### config.mk
export PLATFORM = sky130hd
export DESIGN_NAME = key_latch_ctrl_flat
export DESIGN_NICKNAME = d
export VERILOG_FILES = /design/src/rtl/key_latch_ctrl_if.sv /design/src/rtl/key_latch_ctrl.sv /design/src/flat_wrapper.sv
export SDC_FILE = /design/constraint.sdc
export NUM_CORES = 1
export LEC_CHECK = 0
export BUFFER_PORTS_ARGS = -buffer_cell sky130_fd_sc_hd__buf_2
export CAP_MARGIN = 25
export CORE_ASPECT_RATIO = 1.2
export CORE_MARGIN = 1
export CORE_UTILIZATION = 46
export CTS_CLUSTER_SIZE = 10
export DETAILED_ROUTE_END_ITERATION = 10
export PLACE_DENSITY = 0.72
export SLEW_MARGIN = 20
export SYNTH_ARGS = -nofsm -noshare
export SYNTH_HDL_FRONTEND = slang
export SYNTH_SLANG_ARGS = --single-unit
### constraint.sdc
create_clock -name C -period 2 [get_ports C]
set_input_delay 0.1 -clock C [delete_from_list [all_inputs] [get_ports C]]
set_output_delay 0.1 -clock C [all_outputs]
set_load 0.1 [all_outputs]
### src/rtl/key_latch_ctrl_if.sv
// Handshake/bus bundle between key_latch_ctrl, the pad latch bank,
// the debouncers and the event consumer.
interface key_latch_ctrl_if #(
  parameter int NUM_PADS = 4
);
  localparam int IDX_W = (NUM_PADS > 1) ? $clog2(NUM_PADS) : 1;

  logic [NUM_PADS-1:0] press;
  logic [NUM_PADS-1:0] ff_q;
  logic [NUM_PADS-1:0] ff_pre;
  logic [NUM_PADS-1:0] ff_clr;
  logic                evt_valid;
  logic                evt_ready;
  logic [IDX_W-1:0]    evt_pad;
  logic                busy;
  logic                drop;

  // controller side
  modport master (
    input  press, ff_q, evt_ready,
    output ff_pre, ff_clr, evt_valid, evt_pad, busy, drop
  );

  // bank / debouncer / consumer side
  modport slave (
    output press, ff_q, evt_ready,
    input  ff_pre, ff_clr, evt_valid, evt_pad, busy, drop
  );
endinterface

### src/rtl/key_latch_ctrl.sv
// key_latch_ctrl: sets/clears a bank of asynchronous pad latches and
// offers latched pad presses one at a time as valid/ready events,
// scanning round-robin from a rotating pointer.
// Optional macro KEY_LATCH_TIMEOUT_EN: an event not accepted within
// TIMEOUT cycles is discarded (drop pulse) and its latch is cleared.
module key_latch_ctrl #(
  parameter int NUM_PADS  = 4,
  parameter int CLR_PULSE = 2,
  parameter int TIMEOUT   = 255
) (
  input logic C,
  input logic CLR,
  key_latch_ctrl_if.master bus
);
  localparam int IDX_W = (NUM_PADS > 1) ? $clog2(NUM_PADS) : 1;

  localparam logic [2:0] INIT    = 3'd0;
  localparam logic [2:0] IDLE    = 3'd1;
  localparam logic [2:0] PRESENT = 3'd2;
  localparam logic [2:0] CLEAR   = 3'd3;
  localparam logic [2:0] SETTLE  = 3'd4;

  logic [2:0]          state, state_n;
  logic [IDX_W-1:0]    ptr, ptr_n;
  logic [IDX_W-1:0]    idx, idx_n;
  logic [3:0]          cnt, cnt_n;
  logic [NUM_PADS-1:0] pend, pend_n;
  logic [NUM_PADS-1:0] pre_q, pre_n;
  logic [NUM_PADS-1:0] clr_q, clr_n;
  logic                vld_q, vld_n;
  logic [IDX_W-1:0]    pad_q, pad_n;
  logic                busy_q;
  logic [IDX_W-1:0]    sel;
  logic                found;
  logic [NUM_PADS-1:0] idx_oh;
  logic [NUM_PADS-1:0] want;
`ifdef KEY_LATCH_TIMEOUT_EN
  logic [7:0]          tmo, tmo_n;
  logic                drop_q, drop_n;
`endif

  assign idx_oh = NUM_PADS'(1) << idx;

  // round-robin pick: first latched pad at or after ptr, wrapping
  always_comb begin
    int j;
    sel   = '0;
    found = 1'b0;
    j     = 0;
    for (int k = 0; k < NUM_PADS; k++) begin
      j = int'(ptr) + k;
      if (j >= NUM_PADS) j = j - NUM_PADS;
      if (!found && bus.ff_q[j]) begin
        sel   = IDX_W'(j);
        found = 1'b1;
      end
    end
  end

  // next-state and next-output decode; all outputs are registered
  always_comb begin
    state_n = state;
    ptr_n   = ptr;
    idx_n   = idx;
    cnt_n   = cnt;
    clr_n   = '0;
    vld_n   = vld_q;
    pad_n   = pad_q;
`ifdef KEY_LATCH_TIMEOUT_EN
    tmo_n   = tmo;
    drop_n  = 1'b0;
`endif
    case (state)
      INIT: begin
        if (cnt == 4'(CLR_PULSE)) begin
          cnt_n   = '0;
          state_n = IDLE;
        end else begin
          clr_n = '1;
          cnt_n = cnt + 4'd1;
        end
      end
      IDLE: begin
        if (found) begin
          idx_n   = sel;
          state_n = PRESENT;
        end
      end
      PRESENT: begin
        if (!vld_q) begin
          // offer one cycle after the pick so evt_pad is a clean register
          vld_n = 1'b1;
          pad_n = idx;
`ifdef KEY_LATCH_TIMEOUT_EN
          tmo_n = '0;
`endif
        end else if (bus.evt_ready) begin
          vld_n   = 1'b0;
          clr_n   = idx_oh;
          cnt_n   = 4'd1;
          state_n = CLEAR;
        end
`ifdef KEY_LATCH_TIMEOUT_EN
        else if (tmo == 8'(TIMEOUT - 1)) begin
          // consumer never took it: discard and clear the latch anyway
          vld_n   = 1'b0;
          drop_n  = 1'b1;
          clr_n   = idx_oh;
          cnt_n   = 4'd1;
          state_n = CLEAR;
        end else begin
          tmo_n = tmo + 8'd1;
        end
`endif
      end
      CLEAR: begin
        if (cnt == 4'(CLR_PULSE)) begin
          cnt_n   = '0;
          state_n = SETTLE;
        end else begin
          clr_n = idx_oh;
          cnt_n = cnt + 4'd1;
        end
      end
      SETTLE: begin
        ptr_n   = (idx == IDX_W'(NUM_PADS - 1)) ? '0 : idx + 1'b1;
        state_n = IDLE;
      end
      default: state_n = INIT;
    endcase
  end

  // a press on a pad whose CLR is driven next cycle waits in pend until
  // CLR falls, so PRE and CLR never overlap on one latch
  always_comb begin
    want   = bus.press | pend;
    pre_n  = want & ~clr_n;
    pend_n = want & clr_n;
  end

  // state and output registers
  always_ff @(posedge C or posedge CLR) begin
    if (CLR) begin
      state  <= INIT;
      ptr    <= '0;
      idx    <= '0;
      cnt    <= '0;
      pend   <= '0;
      pre_q  <= '0;
      clr_q  <= '0;
      vld_q  <= 1'b0;
      pad_q  <= '0;
      busy_q <= 1'b1;
`ifdef KEY_LATCH_TIMEOUT_EN
      tmo    <= '0;
      drop_q <= 1'b0;
`endif
    end else begin
      state  <= state_n;
      ptr    <= ptr_n;
      idx    <= idx_n;
      cnt    <= cnt_n;
      pend   <= pend_n;
      pre_q  <= pre_n;
      clr_q  <= clr_n;
      vld_q  <= vld_n;
      pad_q  <= pad_n;
      busy_q <= (state_n != IDLE);
`ifdef KEY_LATCH_TIMEOUT_EN
      tmo    <= tmo_n;
      drop_q <= drop_n;
`endif
    end
  end

  assign bus.ff_pre    = pre_q;
  assign bus.ff_clr    = clr_q;
  assign bus.evt_valid = vld_q;
  assign bus.evt_pad   = pad_q;
  assign bus.busy      = busy_q;
`ifdef KEY_LATCH_TIMEOUT_EN
  assign bus.drop      = drop_q;
`else
  assign bus.drop      = 1'b0;
`endif
endmodule

### src/flat_wrapper.sv
// flat-port wrapper written by rule: the top's interface ports become plain ports
module key_latch_ctrl_flat 
#(
  parameter int NUM_PADS  = 4,
  parameter int CLR_PULSE = 2,
  parameter int TIMEOUT   = 255
)
  (C, CLR, bus_press, bus_ff_q, bus_evt_ready, bus_ff_pre, bus_ff_clr, bus_evt_valid, bus_evt_pad, bus_busy, bus_drop);
  key_latch_ctrl_if #(.NUM_PADS(NUM_PADS)) bus_i ();
  input logic C;
  input logic CLR;
  input wire logic [$bits(bus_i.press)-1:0] bus_press;
  input wire logic [$bits(bus_i.ff_q)-1:0] bus_ff_q;
  input wire logic [$bits(bus_i.evt_ready)-1:0] bus_evt_ready;
  output wire logic [$bits(bus_i.ff_pre)-1:0] bus_ff_pre;
  output wire logic [$bits(bus_i.ff_clr)-1:0] bus_ff_clr;
  output wire logic [$bits(bus_i.evt_valid)-1:0] bus_evt_valid;
  output wire logic [$bits(bus_i.evt_pad)-1:0] bus_evt_pad;
  output wire logic [$bits(bus_i.busy)-1:0] bus_busy;
  output wire logic [$bits(bus_i.drop)-1:0] bus_drop;
  assign bus_i.press = bus_press;
  assign bus_i.ff_q = bus_ff_q;
  assign bus_i.evt_ready = bus_evt_ready;
  assign bus_ff_pre = bus_i.ff_pre;
  assign bus_ff_clr = bus_i.ff_clr;
  assign bus_evt_valid = bus_i.evt_valid;
  assign bus_evt_pad = bus_i.evt_pad;
  assign bus_busy = bus_i.busy;
  assign bus_drop = bus_i.drop;
  key_latch_ctrl #(.NUM_PADS(NUM_PADS), .CLR_PULSE(CLR_PULSE), .TIMEOUT(TIMEOUT)) u_core (.C(C), .CLR(CLR), .bus(bus_i));
endmodule
# After elaboration in Yosys (flattened, before gate mapping)
# Index checks and enable logic that the tools add are counted.
[word_totals]
reg_bits = 27
latchBits = 0
ramBits = 0
mem_bits_ro = 0
input_bits = 11
word_cells = 96
memories = 0
[op_classes]
addsub = 9
multipliers = 0
div = 0
order_cmp = 8
eq_ne = 9
shift = 1
n_mux = 42
n_bitwise = 5
n_reduce_logical = 12
[ops]
columns = ["op", "count"]
rows = [
  ["< comparator 32 x 4 -> 1 bit, second input constant", 4],
  ["2-to-1 mux 32 bit", 4],
  ["greater-or-equal comparator 32 x 4 -> 1 bit, second input constant", 3],
  ["subtractor 32 x 4 -> 32 bit, second input constant", 3],
  ["2-to-1 mux 4 bit", 7],
  ["2-to-1 mux 3 bit", 5],
  ["case mux 3 bit (5 select lines)", 1],
  ["2-to-1 mux 1 bit", 14],
  ["case mux 4 bit (3 select lines)", 1],
  ["2-to-1 mux 2 bit", 5],
  ["AND 4 bit", 2],
  ["binary-select mux 1 bit (select 2 bit)", 4],
  ["case mux 4 bit (2 select lines)", 1],
  ["adder 2 x 2 -> 3 bit, second input constant", 2],
  ["equality test 3 x 2 -> 1 bit, second input constant", 2],
  ["adder 4 x 1 -> 4 bit, second input constant", 1],
  ["equality test 4 x 2 -> 1 bit, second input constant", 1],
  ["inverter 4 bit", 1],
  ["OR 4 bit", 1],
  ["AND reduction 2 bit", 2],
  ["left shift 1 x 2 -> 4 bit, first input constant", 1],
  ["subtractor 2 x 3 -> 4 bit, second input constant", 1],
  ["adder 2 x 1 -> 3 bit, second input constant", 1],
  ["equality test 3 x 1 -> 1 bit, second input constant", 1],
  ["other kinds (14)", 18],
]

# Longest topological paths before layout
[logic_depth]
depth_word = 18
depth_mapped = 5
mapped_depth_nobuf = 5

# Least setup slack after synthesis
# No wires, ideal clock.
[synth_path]
path_kind = "flip-flop to flip-flop"
from = "register u_core.vld_q (netlist: u_core.bus.evt_valid)"
to = "register u_core.cnt[3]"
setup_time_ps = 77
arrival_time_ps = 1782
t_required_ps = 1923
slack_ps = 141
path_stages_with_launch = 5
n_path_buf = 0
period_less_slack_ps = 1859
path_cell_list = "dfrtp_1 -> and2_1 -> o211ai_1 -> or3_1 -> a21oi_1"
[synth_via]
elab_chain_len = 2
[synth_lines]
columns = ["element", "line", "rtl"]
rows = [
  ["start, declared", "key_latch_ctrl.sv:30", "logic vld_q, vld_n;"],
  ["start signal, assigned", "key_latch_ctrl.sv:166", "vld_q <= vld_n;"],
  ["!= test 2 x 1 -> 1 bit (no line)", "-", ""],
  ["AND reduction 3 bit (no line)", "-", ""],
  ["end signal, assigned", "key_latch_ctrl.sv:162", "cnt <= cnt_n;"],
  ["end, declared", "key_latch_ctrl.sv:26", "logic [3:0] cnt, cnt_n;"],
]
# Every way passes these cells.
# A chain may end at the register's enable or synchronous reset.

# Worst setup path after layout
[layout_path]
from = "register u_core.state[0]"
to = "register u_core.pad_q[0] (netlist: u_core.bus.evt_pad[0])"
[layout_via]
elab_chain_len = 2
[layout_lines]
columns = ["element", "line", "rtl"]
rows = [
  ["start, declared", "key_latch_ctrl.sv:23", "logic [2:0] state, state_n;"],
  ["start signal, assigned", "key_latch_ctrl.sv:159", "state <= state_n;"],
  ["equality test 3 x 2 -> 1 bit", "key_latch_ctrl.sv:73", "case (state)"],
  ["AND reduction 2 bit (no line)", "-", ""],
  ["end signal, assigned", "key_latch_ctrl.sv:167", "pad_q <= pad_n;"],
  ["end, declared", "key_latch_ctrl.sv:31", "logic [IDX_W-1:0] pad_q, pad_n;"],
]
# Every way passes these cells.

==> impl_results.md <==
* Worst reg2reg endpoint: u_core.bus.evt_pad[0]$_DFFE_PP0P_
* Die ar. at about 3100 um2
* Total track usage at between 15 and 20%
* Vias in the first global route at around 960
* Worst-case reg-to-reg path depth at 3
* First-pass DRT Iterations at 7
* Synthesized Nets at roughly 140
* # setup viols final at 0
* Clock transition at path regs at 0.15 ns
* Post-synth top area share at around 50%
* Hold WS at 0.142 ns
* Final Hold Viols at 0
* Min cycle time layout at around 1.6 ns
* Root Driver: clkbuf_4
* Clock latency on the worst-skew pair at between 0.3 and 0.4 ns
* WL per Instance at 13.1 um
* FP Rows at 20
* RR Startpoint: u_core.state[0]$_DFF_PP0_
* #FFs+latches synth at 27
* Crit-path max cell delay at roughly 0.54 ns
* Total clock sinks at 27
* Netlist Area Pre-Place at 1310 um2
* MaxCap Viol Count at 0
* Worst-path fanout max at 13
* Initial antenna violation count at 0
* Area Overhead vs Synth at 16.9%
* Worst slew pin tran at between 0.5 and 0.6 ns
* Area of the core at about 2600 um2
* Final GP Congestion at 0.847
* Share of post-route cells with drive strength above 1 at between 20% and 30%
* Diodes inserted at 0
* GR Overflow Total at 0
* Post-cts sizing count at 0
* Critical Path Source Type: flop
* Worst-path cell chain: or3b_4 -> nor2_1 -> mux2_2
* Dominant cells by area after synthesis: dfrtp_1 (50%), nor2_1 (4.9%), ha_1 (3.8%)
* # port buffers at 22
* Core Util, Final at 58.6%
* Post-route cell area at about 1500 um2
* Layout Nets at 166
* Register-to-Register Setup Slack at a little under 0.4 ns
* WL final at 2.40 mm
* CTS Buffer Depth at 2
* Hold Path Origin: bus_ff_q[3]
* Syn avg cell area at roughly 11 um2
* Normalized max-slew margin at 64.7%
* # hold bufs at CTS at 5
* First-pass GRT wire length at just under 4 mm
* CP required at roughly 2.2 ns
* Synth Instances at around 120
* CTS Buf Count at 3
* Antenna Nets Post-Route at 0
* Dpl cell area at between 1000 and 1500 um2
* Hold Path Sink: u_core.idx[1]$_DFFE_PP0P_
* Starting Density at 50.1%
* Post-synthesis cell type count at 39
* Sequential fraction of the synthesis area at between 50 and 60%
* Status: complete, no violations
* YS warnings at 0
* DRT iter0 DRCs at 15
* Slowest stage cell, crit path: dfrtp_1
* Final Skew at 0.00518 ns
* Largest net degree at the start of global routing at 28
* Most common cell after layout, fill and taps aside: dfrtp_1
* Die Ht at around 60 um
* Crit end category: flop
* DRC viols at 0
* Fin crit share at 80.3%
* Hold Path Class: primary input to flop
* Crit path DAT at between 1.5 and 2 ns
* Max Fclk at 622 MHz
* RSZ-0062 raised after global routing: no
* Hold path depth at 3
* Die width at 50.6 um
* Hpwl dp at around 1.8 mm
* Vias after detailed routing at 999
* Area leader, netlist: dfrtp_1
* Critical Path Start: u_core.state[0]$_DFF_PP0_
* Post CTS Setup Buffer Count at 0
* TNS Setup at 0 ns
* Final Max Slew Viols at 0
* Htree depth at 1
* Vias per cell at around 5.5
* Most frequent cells in the layout: dfrtp_1 (26), buf_2 (22), nor2_1 (17), nand2_1 (8)
* Critical path class: flop to flop
* CTS tree: built
* I/O pin cnt at 24
[layer usage]
| layer | global-route usage, % | vias up | wire (um) |
|---|---|---|---|
| met4 | 10.3 | 0 | 60 |
| met5 | 0 | - | 0 |
| met3 | 1.75 | 10 | 80 |
| met2 | 32.2 | 33 | 1290 |
| met1 | 19.4 | 479 | 970 |
| li1 | - | 477 | - |
[cell usage after synthesis]
library cell   n
o2111ai_1      1
nand2b_1       4
o32ai_2        1
or3_1          2
o221ai_1       1
nor3_1         1
clkbuf_1       2
and3_2         1
nand3_1        1
dfrtp_1       26
nor2_1        17
nor4_1         2
buf_4          1
a21oi_1        5
a22o_2         1
inv_1          5
a32o_1         1
a21o_1         2
a22oi_1        1
buf_6          1
and2_1         1
nor2_4         1
xor2_1         1
mux2_2         3
nand2_1        8
or3b_4         1
o31ai_1        1
o21ai_0        5
a21o_2         3
mux2i_1        4
ha_1           4
o21a_1         5
dfstp_2        1
o211ai_1       1
o22ai_1        1
nor2b_1        2
and3b_1        1
conb_1         1
nor4b_4        1
[worst max-delay path by stage]
stage                                             end  slack (ns)  cells after the start
finish              u_core.bus.evt_pad[0]$_DFFE_PP0P_        0.39                      3
detailed placement  u_core.bus.evt_pad[0]$_DFFE_PP0P_        0.42                      3
CTS                 u_core.bus.evt_pad[0]$_DFFE_PP0P_        0.41                      3
global placement    u_core.bus.evt_pad[0]$_DFFE_PP0P_        0.46                      3
floorplan                   u_core.cnt[3]$_DFFE_PP0P_        0.14                      4
global route                 u_core.pend[1]$_DFF_PP0_        0.29                      4
[critical path: cells and delay by family (launching register included)]
kind	cells	cell delay, ns
DFF	1	0.54
muxes	1	0.35
and+or+nand+nor	2	0.63
[final cells by class]
type                       instances  area [um2]
tap                               33        41.3
inverter                           5        18.8
clock inverter                     1        7.51
multi-input combinational         85         583
clock buffer                       3        22.5
sequential                        27         677
timing repair buffer              29         175
fill                             233        1080
[kinds of logic after synthesis]
| family | count (synthesis) | share of synthesized area [%] |
|---|---|---|
| simple gates | 43 | 18.0 |
| compound gates | 29 | 16.2 |
| flops | 27 | 51.9 |
| buf+inv | 9 | 3.45 |
| mux | 7 | 5.66 |
| fa+ha+maj | 4 | 3.84 |
| other cells | 1 | 0.287 |
| xor+xnor | 1 | 0.671 |
[sequential cells by signal, indices dropped and copies added (netlist names)]
signal                flops
u_core.ptr                2
u_core.bus.evt_valid      1
u_core.idx                2
u_core.bus.evt_pad        2
u_core.pend               4
u_core.bus.ff_pre         4
u_core.bus.busy           1
u_core.bus.ff_clr         4
u_core.state              3
u_core.cnt                4
[metrics by stage]
step                      setup WS, ns  std cells
final                            0.393        183
after detailed placement         0.421        174
after floorplan                  0.141        121
after CTS                        0.408        183
after global routing             0.289        183
after global placement           0.456        174
Power is not shown: default switching activity piles up to over one toggle a cycle in this logic, so the estimate is an artifact.
